## src/rtl/security_lock_controller.sv

```systemverilog
// Lock sequencer: holds the access code, times the unlock window and the lockout alarm.
// Optional failed-attempt lockout is enabled by defining SECURITY_LOCK_LOCKOUT_EN.
module security_lock_controller #(
    parameter int unsigned MAX_ATTEMPTS   = 3,
    parameter int unsigned UNLOCK_CYCLES  = 500_000_000,
    parameter int unsigned LOCKOUT_CYCLES = 1_000_000_000,
    parameter logic [15:0] DEFAULT_CODE   = 16'h1234
) (
    input  logic        clk,
    input  logic        reset,
    input  logic [15:0] digits,
    input  logic        storageFull,
    input  logic        enter,
    input  logic        newPassword,
    output logic        clearEntry,
    output logic        unlocked,
    output logic        alarm,
    output logic        setMode,
    output logic [3:0]  failCount
);

    localparam int unsigned TIMER_MAX = (UNLOCK_CYCLES > LOCKOUT_CYCLES) ? UNLOCK_CYCLES : LOCKOUT_CYCLES;
    localparam int unsigned TW        = $clog2(TIMER_MAX);
    localparam logic [TW-1:0] UNLOCK_RELOAD = TW'(UNLOCK_CYCLES - 1);

    localparam logic [1:0] ST_LOCKED   = 2'd0;
    localparam logic [1:0] ST_UNLOCKED = 2'd1;
    localparam logic [1:0] ST_SET_NEW  = 2'd2;
`ifdef SECURITY_LOCK_LOCKOUT_EN
    localparam logic [1:0] ST_LOCKOUT  = 2'd3;
    localparam logic [TW-1:0] LOCKOUT_RELOAD = TW'(LOCKOUT_CYCLES - 1);
`endif

    if (MAX_ATTEMPTS < 1 || MAX_ATTEMPTS > 15 || UNLOCK_CYCLES < 2 || LOCKOUT_CYCLES < 2) begin : g_bad_params
        $error("security_lock_controller: parameter out of range");
    end

    logic [1:0]    state;
    logic [15:0]   code;
    logic [TW-1:0] timer;
`ifdef SECURITY_LOCK_LOCKOUT_EN
    logic [3:0]    fail_cnt;
`endif

    always_ff @(posedge clk or negedge reset) begin
        if (!reset) begin
            state      <= ST_LOCKED;
            code       <= DEFAULT_CODE;
            timer      <= '0;
            clearEntry <= 1'b0;
`ifdef SECURITY_LOCK_LOCKOUT_EN
            fail_cnt   <= '0;
`endif
        end else begin
            clearEntry <= 1'b0;
            case (state)
                ST_LOCKED: begin
                    if (enter) begin
                        clearEntry <= 1'b1;
                        if (storageFull && digits == code) begin
                            state <= ST_UNLOCKED;
                            timer <= UNLOCK_RELOAD;
`ifdef SECURITY_LOCK_LOCKOUT_EN
                            fail_cnt <= '0;
                        end else if (storageFull) begin
                            fail_cnt <= fail_cnt + 4'd1;
                            if (fail_cnt + 4'd1 == 4'(MAX_ATTEMPTS)) begin
                                state <= ST_LOCKOUT;
                                timer <= LOCKOUT_RELOAD;
                            end
`endif
                        end
                    end
                end
                ST_UNLOCKED: begin
                    if (enter) begin
                        state      <= ST_LOCKED;
                        clearEntry <= 1'b1;
                    end else if (newPassword) begin
                        state      <= ST_SET_NEW;
                        timer      <= UNLOCK_RELOAD;
                        clearEntry <= 1'b1;
                    end else if (timer == '0) begin
                        state      <= ST_LOCKED;
                        clearEntry <= 1'b1;
                    end else begin
                        timer <= timer - 1'b1;
                    end
                end
                ST_SET_NEW: begin
                    if (enter) begin
                        clearEntry <= 1'b1;
                        if (storageFull) begin
                            code  <= digits;
                            state <= ST_LOCKED;
                        end else if (timer != '0) begin
                            // a partial entry landing on expiry holds the timer at zero; expiry follows next cycle
                            timer <= timer - 1'b1;
                        end
                    end else if (newPassword) begin
                        state      <= ST_UNLOCKED;
                        timer      <= UNLOCK_RELOAD;
                        clearEntry <= 1'b1;
                    end else if (timer == '0) begin
                        state      <= ST_LOCKED;
                        clearEntry <= 1'b1;
                    end else begin
                        timer <= timer - 1'b1;
                    end
                end
`ifdef SECURITY_LOCK_LOCKOUT_EN
                ST_LOCKOUT: begin
                    if (timer == '0) begin
                        state      <= ST_LOCKED;
                        fail_cnt   <= '0;
                        clearEntry <= 1'b1;
                    end else begin
                        timer <= timer - 1'b1;
                    end
                end
`endif
                default: state <= ST_LOCKED;
            endcase
        end
    end

    always_comb begin
        unlocked = (state == ST_UNLOCKED) || (state == ST_SET_NEW);
        setMode  = (state == ST_SET_NEW);
`ifdef SECURITY_LOCK_LOCKOUT_EN
        alarm     = (state == ST_LOCKOUT);
        failCount = fail_cnt;
`else
        alarm     = 1'b0;
        failCount = '0;
`endif
    end

endmodule
```

## config.mk

```make
export PLATFORM = sky130hd
export DESIGN_NAME = security_lock_controller
export DESIGN_NICKNAME = d
export VERILOG_FILES = /design/src/rtl/security_lock_controller.sv
export SDC_FILE = /design/constraint.sdc
export NUM_CORES = 1
export LEC_CHECK = 0
export CORE_ASPECT_RATIO = 0.5
export CORE_MARGIN = 8
export CORE_UTILIZATION = 51
export DETAILED_ROUTE_END_ITERATION = 8
export DONT_BUFFER_PORTS = 1
export GPL_ROUTABILITY_DRIVEN = 0
export PLACE_DENSITY_LB_ADDON = 0.25
export SETUP_SLACK_MARGIN = 0.1
export SLEW_MARGIN = 10
export SYNTH_ARGS = -nofsm -noshare
export SYNTH_HDL_FRONTEND = slang
export SYNTH_SLANG_ARGS = --single-unit
export TNS_END_PERCENT = 50
```

## constraint.sdc

```tcl
create_clock -name clk -period 4.2 [get_ports clk]
set_clock_uncertainty 0.2 [all_clocks]
set_input_delay 0.42 -clock clk [delete_from_list [all_inputs] [get_ports clk]]
set_output_delay 0.42 -clock clk [all_outputs]
set_load 0.1 [all_outputs]
```

After elaboration in Yosys (flattened, before gate mapping) --
Cells that the tools add are included.
Storage, ports and cells: register bits after elaboration 49, latch bits 0, memory bits (writable) 0, ROM bits 0, input bits 21, output and inout bits 8, word-level logic and storage cells 47, memories 0
Cells by class: add/subtract/negate cells 1, $mul 0, div/mod/pow operators 0, magnitude comparators 0, equal/unequal tests 9, shift-type cells 0, mux-type cells 23, bitwise logic cells 0, reductions and logical operators 10
Operators with widths (number):
- $mux 30 | 8
- $pmux 30 s3 | 1
- $logic_not 30->1 | 1
- $reduce_bool 30->1 | 1
- $sub 30x1->30 const B | 1
- $eq 16x16->1 | 1
- $mux 2 | 8
- $ne 2x2->1 const B | 3
- $ne 3x3->1 const B | 2
- $pmux 2 s3 | 1
- $reduce_and 3->1 | 2
- $reduce_and 6->1 | 1
- $mux 1 | 4
- $ne 3x2->1 const B | 1
- $reduce_bool 3->1 | 1
- $eq 2x1->1 const B | 1
- $eq 2x2->1 const B | 1
- $logic_not 2->1 | 1
- $pmux 1 s2 | 1
- $reduce_or 2->1 | 1
- $logic_and 1x1->1 | 1
- $logic_or 1x1->1 | 1

Depth between registers and ports, before layout --
Gate-level depths: netlist of run 1.
depth in word-level cells 5, gate-level depth with buffers 11, depth with buffers taken out 8

Worst setup path after synthesis of run 1 --
No wires, ideal clock.
path kind register to register, start register state[0], end register timer[22], library setup time 0.126 ns, data arrival time 3.033 ns, data required time 3.874 ns, setup slack 0.841 ns, stages on the path, launching flop included 12, buffers on the path 3, period minus slack after synthesis 3.359 ns, cells stage by stage dfrtp_1 -> inv_1 -> ha_1 -> clkbuf_1 -> and3_1 -> clkbuf_1 -> nor2_1 -> nand3_1 -> o21a_1 -> nor2_1 -> clkbuf_1 -> a221o_1
Between the ends: longest elaborated chain between the ends 3, elaborated cells between the ends (all ways) 11, those cells by class eq/ne: 7; mux: 1; reduce/logical: 3
RTL lines:
- start, declared | line 38 | logic [1:0] state;
- start signal, assigned | line 47 | state <= ST_LOCKED;
- start signal, assigned | line 61 | state <= ST_UNLOCKED;
- start signal, assigned | line 77 | state <= ST_LOCKED;
- $eq 2x2->1 *
- net setMode | line 18 | output logic setMode,
- $ne 3x2->1 (no line), or another cell as far along
- $reduce_and 6->1 (no line)
- end signal, assigned | line 87 | timer <= timer - 1'b1;
- end signal, assigned | line 98 | timer <= timer - 1'b1;
- end signal, assigned | line 108 | timer <= timer - 1'b1;
- end, declared | line 40 | logic [TW-1:0] timer;
Mark *: on every way through the listed nets, which the timed path passes. The rest lies on a longest branch. A chain may end at the register's enable or synchronous reset.

Worst setup path in the final report of run 1 --
start register timer[15], end register timer[19]
Between the ends: longest elaborated chain between the ends 5, elaborated cells between the ends (all ways) 12, those cells by class add/sub: 1; eq/ne: 1; mux: 7; reduce/logical: 3
RTL lines:
- $sub 30x1->30 / $logic_not 30->1 (equally long branches)
- $mux 30, on equally long branches | line 83, 104, 96
- $mux 30, on equally long branches | line 79, 93
- $mux 30, on equally long branches | line 91, 76
- $pmux 30 s3 | line 56 | case (state)
Several ways; a longest one is shown, not always the timed one. The select of a mux whose other input is x is not followed.

==> metrics.md, run 1 <==
| Metric | Value |
|---|---|
| Post-Synth Adder-Cell Area | `0.0240` |
| Total CTS buffers | `5` |
| Synth Area in Simple Gates | `0.183` |
| Cells after Synth | `317` |
| Cts repair resizes | `0` |
| Fill count | `522` |
| PnR worst setup slack | `0.728 ns` |
| Prevailing post-synth register cell | `dfrtp_1` |
| Unrepaired setup endpoints after global routing | `no` |
| Drt first pass iters | `5` |
| Synth unique cells | `56` |
| Ports | `29` |
| Initial Util | `0.521` |
| CP bufs+invs | `0` |
| Async S/R FF share, synth | `1.00` |
| Routed length on met2 | `3670 um` |
| CTS Root Cell | `clkbuf_16` |
| Core area | `6010 um2` |
| Ranking of synthesized cells by area | `dfrtp_1 35%, mux2_2 5.8%, a221o_1 4.8%` |
| Core Util, Final | `0.552` |
| Required @ worst endpoint | `4.17 ns` |
| Crit start category | `register` |
| Vias in the first global route | `2439` |
| WL met3 | `632 um` |
| Post-synth top area share | `0.352` |
| Mux contribution to synthesized area | `0.0576` |
| Clk buf depth | `2` |
| Pin count of the biggest net entering global routing | `50` |
| Setup TNS Final | `0 ns` |
| Grt ovf | `0` |
| Number of placed instances, taps included | `378` |
| Die width | `127 um` |
| Largest delay contributor family on the critical path | `simple AND/OR/NAND/NOR gates` |
| DRC viols | `0` |
| Cells along the critical path | `or4_4, or4_4, or3_4, o21ai_4, o21ai_0, a221o_1` |
| Max IR drop VDD | `0.221 mV` |
| Final hold vios | `0` |
| CTS tree | `yes` |
| Top-count cell post-synth | `dfrtp_1` |
| Antenna violations before repair | `0` |
| Tcrit/Tclk final | `0.827` |
| Slew @ Worst Pin | `1.23 ns` |
| Critical path type | `register to register` |
| Synth Register Bits | `49` |
| Slew HR | `0.180` |
| WL met1 | `3500 um` |
| Pwr Density | `727 nW/um2` |
| Nets | `337` |
| Yosys warns | `0` |
| Hold Crit Class | `input pin to register` |
| Slowest-stage cell, CP | `or4_4` |
| Tmin final | `3.47 ns` |
| Final Power | `2.41 mW` |
| Number of clock sinks | `49` |
| DRT iter0 DRCs | `275` |
| Port Buf Inserts | `0` |
| Final Non-Filler Cells | `388` |
| WL/cell | `20.2 um` |
| Final setup violation count | `0` |
| # H-tree levels | `2` |
| DR top layer | `met4` |
| Post-DRT Antenna Nets | `0` |
| DR vias | `2633` |
| Row count | `20` |
| Synth cell count leaders | `44 x dfrtp_1, 22 x nor2_1, 16 x mux2_2, 16 x o31ai_1` |
| Compound-Gate Fraction of Synth Area | `0.242` |
| Total track usage | `0.174` |
| Yosys top cell by area | `dfrtp_1` |
| Post-Layout Inst Area | `3310 um2` |
| Clk_lat worst skew | `0.28 ns` |
| Synth Cell Area | `3130 um2` |
| Slew Limit Fails | `0` |
| DRT Wirelength | `7860 um` |
| FMAX | `288 MHz` |
| Post-Place Setup Slack | `0.807 ns` |
| First-pass GRT wire length | `12900 um` |
| Sequential share of the synthesized area | `0.394` |
| Dpl hpwl | `5410 um` |
| CP arrival | `3.44 ns` |
| Share of cells above drive strength 1 | `0.151` |
| Die Span Y | `71.4 um` |
| Synthesized area per cell | `9.86 um2` |
| Die area | `9040 um2` |
| Status | `finished, final reports clean` |
| Post-synth EDFFs | `0` |
| CP max FO | `22` |
| Diode count | `0` |
| Pleak | `1.29 nW` |
| WHS | `0.0824 ns` |
| Crit path top cell by count | `or4_4` |
| Worst path max stage delay | `0.59 ns` |
| Clock transition at path regs | `0.07 ns` |
| Max cap viols | `0` |
| Area growth from synthesis to layout | `6.00%` |
| Post-Synth XOR/XNOR Area | `0.0448` |
| Vias/cell | `6.79` |
| CP endpoint kind | `register` |
| Combinational family with the most area after synthesis | `compound AO/OA/AOI/OAI gates` |
| Placed inst area | `3130 um2` |
==> metal layers <==
layer,vias to the layer above,global-route usage
met1,1311,0.223
li1,1219,-
met2,95,0.286
met5,-,0
met4,0,0.0366
met3,8,0.0496
==> where the power goes <==
part / switching [mW] / internal, mW / total (mW)
sequential: 0.201 / 0.655 / 0.856
clock: 0.172 / 0.222 / 0.394
combinational: 0.686 / 0.474 / 1.16
==> kinds of logic after synthesis <==
logic type / after synthesis
AOI/OAI and AO/OA: 97
xor gates and xnor gates: 16
adders and majority gates: 6
buffers and inverters: 30
DFF: 49
muxes: 16
other: 1
and+or+nand+nor: 102
==> cells in the final DEF (no fill, tap or decap), types with 4 or more instances in the layout <==
| cell | synthesis | layout |
|---|---|---|
| dfrtp_1 | 44 | 44 |
| nor2_1 | 22 | 22 |
| o31ai_1 | 16 | 16 |
| mux2_2 | 16 | 16 |
| nand2_1 | 15 | 15 |
| xor2_1 | 15 | 15 |
| a221o_1 | 15 | 15 |
| nor3_1 | 12 | 12 |
| o21ai_0 | 11 | 11 |
| o41ai_1 | 11 | 11 |
| or4_1 | 9 | 9 |
| o21ai_1 | 9 | 9 |
| nor4_1 | 8 | 8 |
| a21oi_1 | 7 | 7 |
| o311a_1 | 7 | 7 |
| or3_1 | 6 | 6 |
| ha_1 | 6 | 6 |
| inv_1 | 5 | 5 |
| and3_1 | 5 | 5 |
| conb_1 | 1 | 5 |
| clkbuf_16 | 0 | 5 |
| dfstp_2 | 5 | 5 |
| buf_4 | 5 | 5 |
| or2_2 | 4 | 4 |
| nand4_1 | 4 | 4 |
| nor3b_1 | 4 | 4 |
==> area by class of cell <==
type / instances / area, um2 / area share
Clock inverter: 3 / 22.5 / 0.00680
Timing Repair Buffer: 7 / 75.1 / 0.0227
Tap cell: 77 / 96.3 / 0.0291
Inverter: 5 / 18.8 / 0.00566
Sequential cell: 49 / 1230 / 0.372
Multi-Input combinational cell: 242 / 1740 / 0.526
Clock buffer: 5 / 125 / 0.0378
==> registers in the layout (all words and copies together), names as in the netlist <==
signal	cells
state	2
clearEntry	1
timer	30
code	16
==> worst paths after layout <==
| path | from | cells past startpoint | end | slack, ns |
|---|---|---|---|---|
| worst max-delay path | timer[15]$_DFFE_PN0P_ | 6 | timer[19]$_DFFE_PN0P_ | 0.73 |
| worst min-delay path | enter | 2 | clearEntry$_DFF_PN0_ | 0.08 |
| worst max register to register | timer[15]$_DFFE_PN0P_ | 6 | timer[19]$_DFFE_PN0P_ | 0.73 |
| worst min register to register | timer[29]$_DFFE_PN0P_ | 1 | timer[29]$_DFFE_PN0P_ | 0.30 |
| max in group asynchronous | reset | 2 | code[12]$_DFFE_PN1P_ | 3.03 |
| min in group asynchronous | reset | 2 | timer[24]$_DFFE_PN0P_ | 0.49 |
==> worst register-to-register path: cells and delay by family (launching register included) <==
family | cells | cell delay, ns
flip-flops | 1 | 0.45
AND/OR/NAND/NOR | 3 | 1.60
AO/OA/AOI/OAI | 3 | 1.12
==> what timing repair did <==
item | 4_1_cts | 5_1_grt
hold endpoints to repair | 49 | 0
buffers inserted | 0 | 0
endpoints found under the setup margin | 0 | 0
hold buffers | 2 | 0
No activity file was read; power rests on OpenSTA's default activity.
==> inputs of run 2 (changes only) <==
--- a/config.mk
+++ b/config.mk
@@ -5,6 +5,7 @@
 export SDC_FILE = /design/constraint.sdc
 export NUM_CORES = 1
 export LEC_CHECK = 0
+export ABC_AREA = 1
 export CORE_ASPECT_RATIO = 0.5
 export CORE_MARGIN = 8
 export CORE_UTILIZATION = 51
==> constraint.sdc (replaced) <==
create_clock -name clk -period 3.04 [get_ports clk]
set_clock_uncertainty 0.2 [all_clocks]
set_input_delay 0.304 -clock clk [delete_from_list [all_inputs] [get_ports clk]]
set_output_delay 0.304 -clock clk [all_outputs]
set_load 0.1 [all_outputs]
==> run 2 against run 1 <==
Wire length increased by 25%. Combinational power increased by 34%. Total power increased by 39%. Setup slack got worse by 0.12 ns. Synthesized area increased by 19%. Sequential share of layout area decreased by 7.2 points. Core utilization increased by 2.0 points. Fmax increased by 43%. Critical path type unchanged. Critical endpoint is now timer[21]$_DFFE_PN0P_.
==> metrics.md, run 2 <==
| Metric | Value |
|---|---|
| Status | `finished, final reports clean (unchanged)` |
| Clock transition at path regs | `0.07 ns (about the same)` |
| Slew HR | `0.406 (was 0.180)` |
| DR vias | `3622 (was 2633)` |
| Core area | `7180 um2 (was 6010 um2)` |
| Synthesized area per cell | `6.54 um2 (was 9.86 um2)` |
| CTS Root Cell | `clkbuf_16 (unchanged)` |
| Required @ worst endpoint | `3.00 ns (was 4.17 ns)` |
| Worst R2R End | `timer[21]$_DFFE_PN0P_ (was timer[19]$_DFFE_PN0P_)` |
| CP bufs+invs | `2 (was 0)` |
| Pwr Density | `814 nW/um2 (was 727 nW/um2)` |
| Hold Crit Class | `input pin to register (unchanged)` |
| Prevailing post-synth register cell | `dfrtp_1 (unchanged)` |
| Post-Synth XOR/XNOR Area | `0.0495 (was 0.0448)` |
| Yosys warns | `0 (unchanged)` |
| Synth Register Bits | `49 (unchanged)` |
| Tmin final | `2.44 ns (was 3.47 ns)` |
| CTS tree | `yes (unchanged)` |
| Synth Cell Area | `3720 um2 (was 3130 um2)` |
| Die width | `137 um (was 127 um)` |
| Total track usage | `0.193 (was 0.174)` |
| DRT iter0 DRCs | `309 (was 275)` |
| Ranking of synthesized cells by area | `dfrtp_1 30%, nand2_1 15%, nor2_1 11% (was dfrtp_1 35%, mux2_2 5.8%, a221o_1 4.8%)` |
| Cts repair resizes | `0 (unchanged)` |
| Post-DRT Antenna Nets | `0 (unchanged)` |
| Most common cell after layout, fill and taps aside | `nand2_1 (was dfrtp_1)` |
| Compound-Gate Fraction of Synth Area | `0.113 (was 0.242)` |
| Final hold vios | `0 (unchanged)` |
| Synth unique cells | `39 (was 56)` |
| Dpl hpwl | `7020 um (was 5410 um)` |
| Combinational family with the most area after synthesis | `simple AND/OR/NAND/NOR gates (was compound AO/OA/AOI/OAI gates)` |
| Unrepaired setup endpoints after global routing | `no (unchanged)` |
| Setup TNS Final | `0 ns (unchanged)` |
| Slowest-stage cell, CP | `dfrtp_1 (was or4_4)` |
| Vias/cell | `5.33 (was 6.79)` |
| Largest Register | `timer (unchanged)` |
| Clock share of power | `0.191 (was 0.164)` |
| Nets | `610 (was 337)` |
| Cells along the critical path | `inv_1, ha_1, inv_1, nor2_1, nand3_1, nor2_1, nand3_1, nand2_1, nand2_2, nand2_1, nand2_1, nand3_1, o21ai_1 (was or4_4, or4_4, or3_4, o21ai_4, o21ai_0, a221o_1)` |
| Initial Util | `0.517 (was 0.521)` |
| Slew Limit Fails | `0 (unchanged)` |
| Drt first pass iters | `6 (was 5)` |
| Top-count cell post-synth | `nand2_1 (was dfrtp_1)` |
| Yosys top cell by area | `dfrtp_1 (unchanged)` |
| FF-to-FF Start | `timer[0]$_DFFE_PN0P_ (was timer[15]$_DFFE_PN0P_)` |
| Placed inst area | `3770 um2 (was 3130 um2)` |
| Total CTS buffers | `5 (unchanged)` |
| Max IR drop VDD | `0.323 mV (was 0.221 mV)` |
| R2R depth | `13 (was 6)` |
| Port Buf Inserts | `0 (unchanged)` |
| Largest regs | `timer: 30 flops, code: 16 flops, state: 2 flops (unchanged)` |
| Post-Layout Inst Area | `4110 um2 (was 3310 um2)` |
| Tcrit/Tclk final | `0.801 (was 0.827)` |
| DRT Wirelength | `9820 um (was 7860 um)` |
| WL/cell | `14.4 um (was 20.2 um)` |
| Post-Place Setup Slack | `0.685 ns (was 0.807 ns)` |
| WHS | `0.0124 ns (was 0.0824 ns)` |
| Number of clock sinks | `49 (unchanged)` |
| Largest register FFs | `30 (unchanged)` |
| Internal reg-to-reg setup slack | `0.60 ns (was 0.73 ns)` |
| Pleak | `1.96 nW (was 1.29 nW)` |
| CP max FO | `6 (was 22)` |
| Fill count | `683 (was 522)` |
| Cells after Synth | `568 (was 317)` |
| Worst path max stage delay | `0.39 ns (was 0.59 ns)` |
| # Post-CTS Setup Buffers | `0 (unchanged)` |
| Crit start category | `register (unchanged)` |
| CP endpoint kind | `register (unchanged)` |
| Most frequent cells in the layout | `144 x nand2_1, 105 x nor2_1, 64 x inv_1, 44 x dfrtp_1, 37 x nand3_1 (was 44 x dfrtp_1, 22 x nor2_1, 16 x o31ai_1, 16 x mux2_2)` |
| DRC viols | `0 (unchanged)` |
| CP Depth | `13 (was 6)` |
| Area growth from synthesis to layout | `10.5% (was 6.00%)` |
| Sw Pwr | `1.55 mW (was 1.06 mW)` |
| Diode count | `0 (unchanged)` |
| Hold Crit Start | `digits[7] (was enter)` |
| Post-synth EDFFs | `0 (unchanged)` |
| Slew @ Worst Pin | `0.891 ns (was 1.23 ns)` |
| Antenna violations before repair | `0 (unchanged)` |
| FMAX | `411 MHz (was 288 MHz)` |
| Ports | `29 (unchanged)` |
| Die Span Y | `76.4 um (was 71.4 um)` |
| Sw frac | `0.465 (was 0.440)` |
| Critical path type | `register to register (unchanged)` |
| Final Power | `3.34 mW (was 2.41 mW)` |
| Row count | `22 (was 20)` |
| Sequential Power Share | `0.344 (was 0.355)` |
| Power Internal | `1.79 mW (was 1.35 mW)` |
| Sequential share of the synthesized area | `0.332 (was 0.394)` |
| Die area | `10400 um2 (was 9040 um2)` |
| First-pass GRT wire length | `16500 um (was 12900 um)` |
| Crit path capture | `timer[21]$_DFFE_PN0P_ (was timer[19]$_DFFE_PN0P_)` |
| Crit. Startpoint | `timer[0]$_DFFE_PN0P_ (was timer[15]$_DFFE_PN0P_)` |
| Pin count of the biggest net entering global routing | `50 (unchanged)` |
| Max cap viols | `0 (unchanged)` |
| Async S/R FF share, synth | `1.00 (unchanged)` |
| Final setup violation count | `0 (unchanged)` |
| CP arrival | `2.40 ns (was 3.44 ns)` |
| Clk buf depth | `2 (unchanged)` |
| # H-tree levels | `2 (unchanged)` |
| Share of cells above drive strength 1 | `0.0805 (was 0.151)` |
| Synth Area in Simple Gates | `0.380 (was 0.183)` |
| Largest delay contributor family on the critical path | `simple AND/OR/NAND/NOR gates (unchanged)` |
| PnR worst setup slack | `0.605 ns (was 0.728 ns)` |
| Mux contribution to synthesized area | `0 (was 0.0576)` |
| Grt ovf | `0 (unchanged)` |
| Post-synth top area share | `0.296 (was 0.352)` |
| Synth cell count leaders | `144 x nand2_1, 105 x nor2_1, 64 x inv_1 (was 44 x dfrtp_1, 22 x nor2_1, 16 x mux2_2, 16 x o31ai_1)` |
| Post-Synth Adder-Cell Area | `0.0202 (was 0.0240)` |
| Clk_lat worst skew | `0.29 ns (was 0.28 ns)` |
| Combinational Power Share | `0.465 (was 0.481)` |
| Vias in the first global route | `3431 (was 2439)` |
run 2: changes by cell type in the layout (fill, tap and decap cells not counted), moves of 11 or more:
| cell | change |
|---|---|
| nand2_1 | +129 |
| nor2_1 | +83 |
| inv_1 | +59 |
| nand3_1 | +34 |
| a21oi_1 | +18 |
| mux2_2 | -16 |
| o31ai_1 | -16 |
| a221o_1 | -15 |
| o21ai_0 | +14 |
| dlygate4sd3_1 | +13 |
| o41ai_1 | -11 |
run 2: timing repair:
action | CTS | global route
setup endpoints to repair | 0 | 0
hold endpoints to repair | 62 | 0
hold buffers | 15 | 0
run 2: power by group through the flow:
stage	combinational (mW)	clock, mW	sequential [mW]
6_report	1.56	0.637	1.15
5_1_grt	1.76	0.679	1.18
4_1_cts	1.55	0.655	1.14
3_5_place_dp	1.51	0	1.15
3_3_place_gp	1.50	0	1.15
2_1_floorplan	1.29	0	1.10
run 2: metrics by stage:
stage	util	std cells
global route	0.572	680
detailed placement	0.525	657
CTS	0.572	680
floorplan	-	572
global placement	0.525	657
finish	0.572	680
run 2: worst min-delay path by stage:
stage / depth (start not counted) / to
3_5_place_dp: 0 / timer[20]$_DFFE_PN0P_
6_report: 2 / code[7]$_DFFE_PN0P_
3_3_place_gp: 0 / timer[20]$_DFFE_PN0P_
2_1_floorplan: 0 / clearEntry$_DFF_PN0_
4_1_cts: 2 / code[13]$_DFFE_PN0P_
5_1_grt: 2 / clearEntry$_DFF_PN0_
run 2: routing by layer:
layer	up-vias	part of all wire	GRT usage
met2	132	0.43	0.299
met3	11	0.083	0.0461
li1	1809	-	-
met5	-	0	0
met1	1670	0.47	0.265
met4	0	0.011	0.0446
run 2: layout make-up:
type / count / area [um2] / area share
Multi-Input combinational cell: 436 / 2110 / 0.514
Timing Repair Buffer: 21 / 213 / 0.0518
Clock buffer: 6 / 129 / 0.0314
Inverter: 70 / 263 / 0.0640
Sequential cell: 49 / 1230 / 0.300
Tap cell: 96 / 120 / 0.0293
Clock inverter: 2 / 38.8 / 0.00945
run 2: kinds of logic after synthesis:
logic type,count (synthesis)
AOI/OAI and AO/OA,75
xor gates and xnor gates,21
adders and majority gates,6
buffers and inverters,87
DFF,49
other,1
and+or+nand+nor,329
run 2: worst register-to-register path: cells and delay by family (launching register included):
family | cells | cell delay, ns
adder cells (fa/ha/maj) | 1 | 0.21
flip-flops | 1 | 0.39
buffers and inverters | 2 | 0.20
AO/OA/AOI/OAI | 1 | 0.06
AND/OR/NAND/NOR | 9 | 1.24
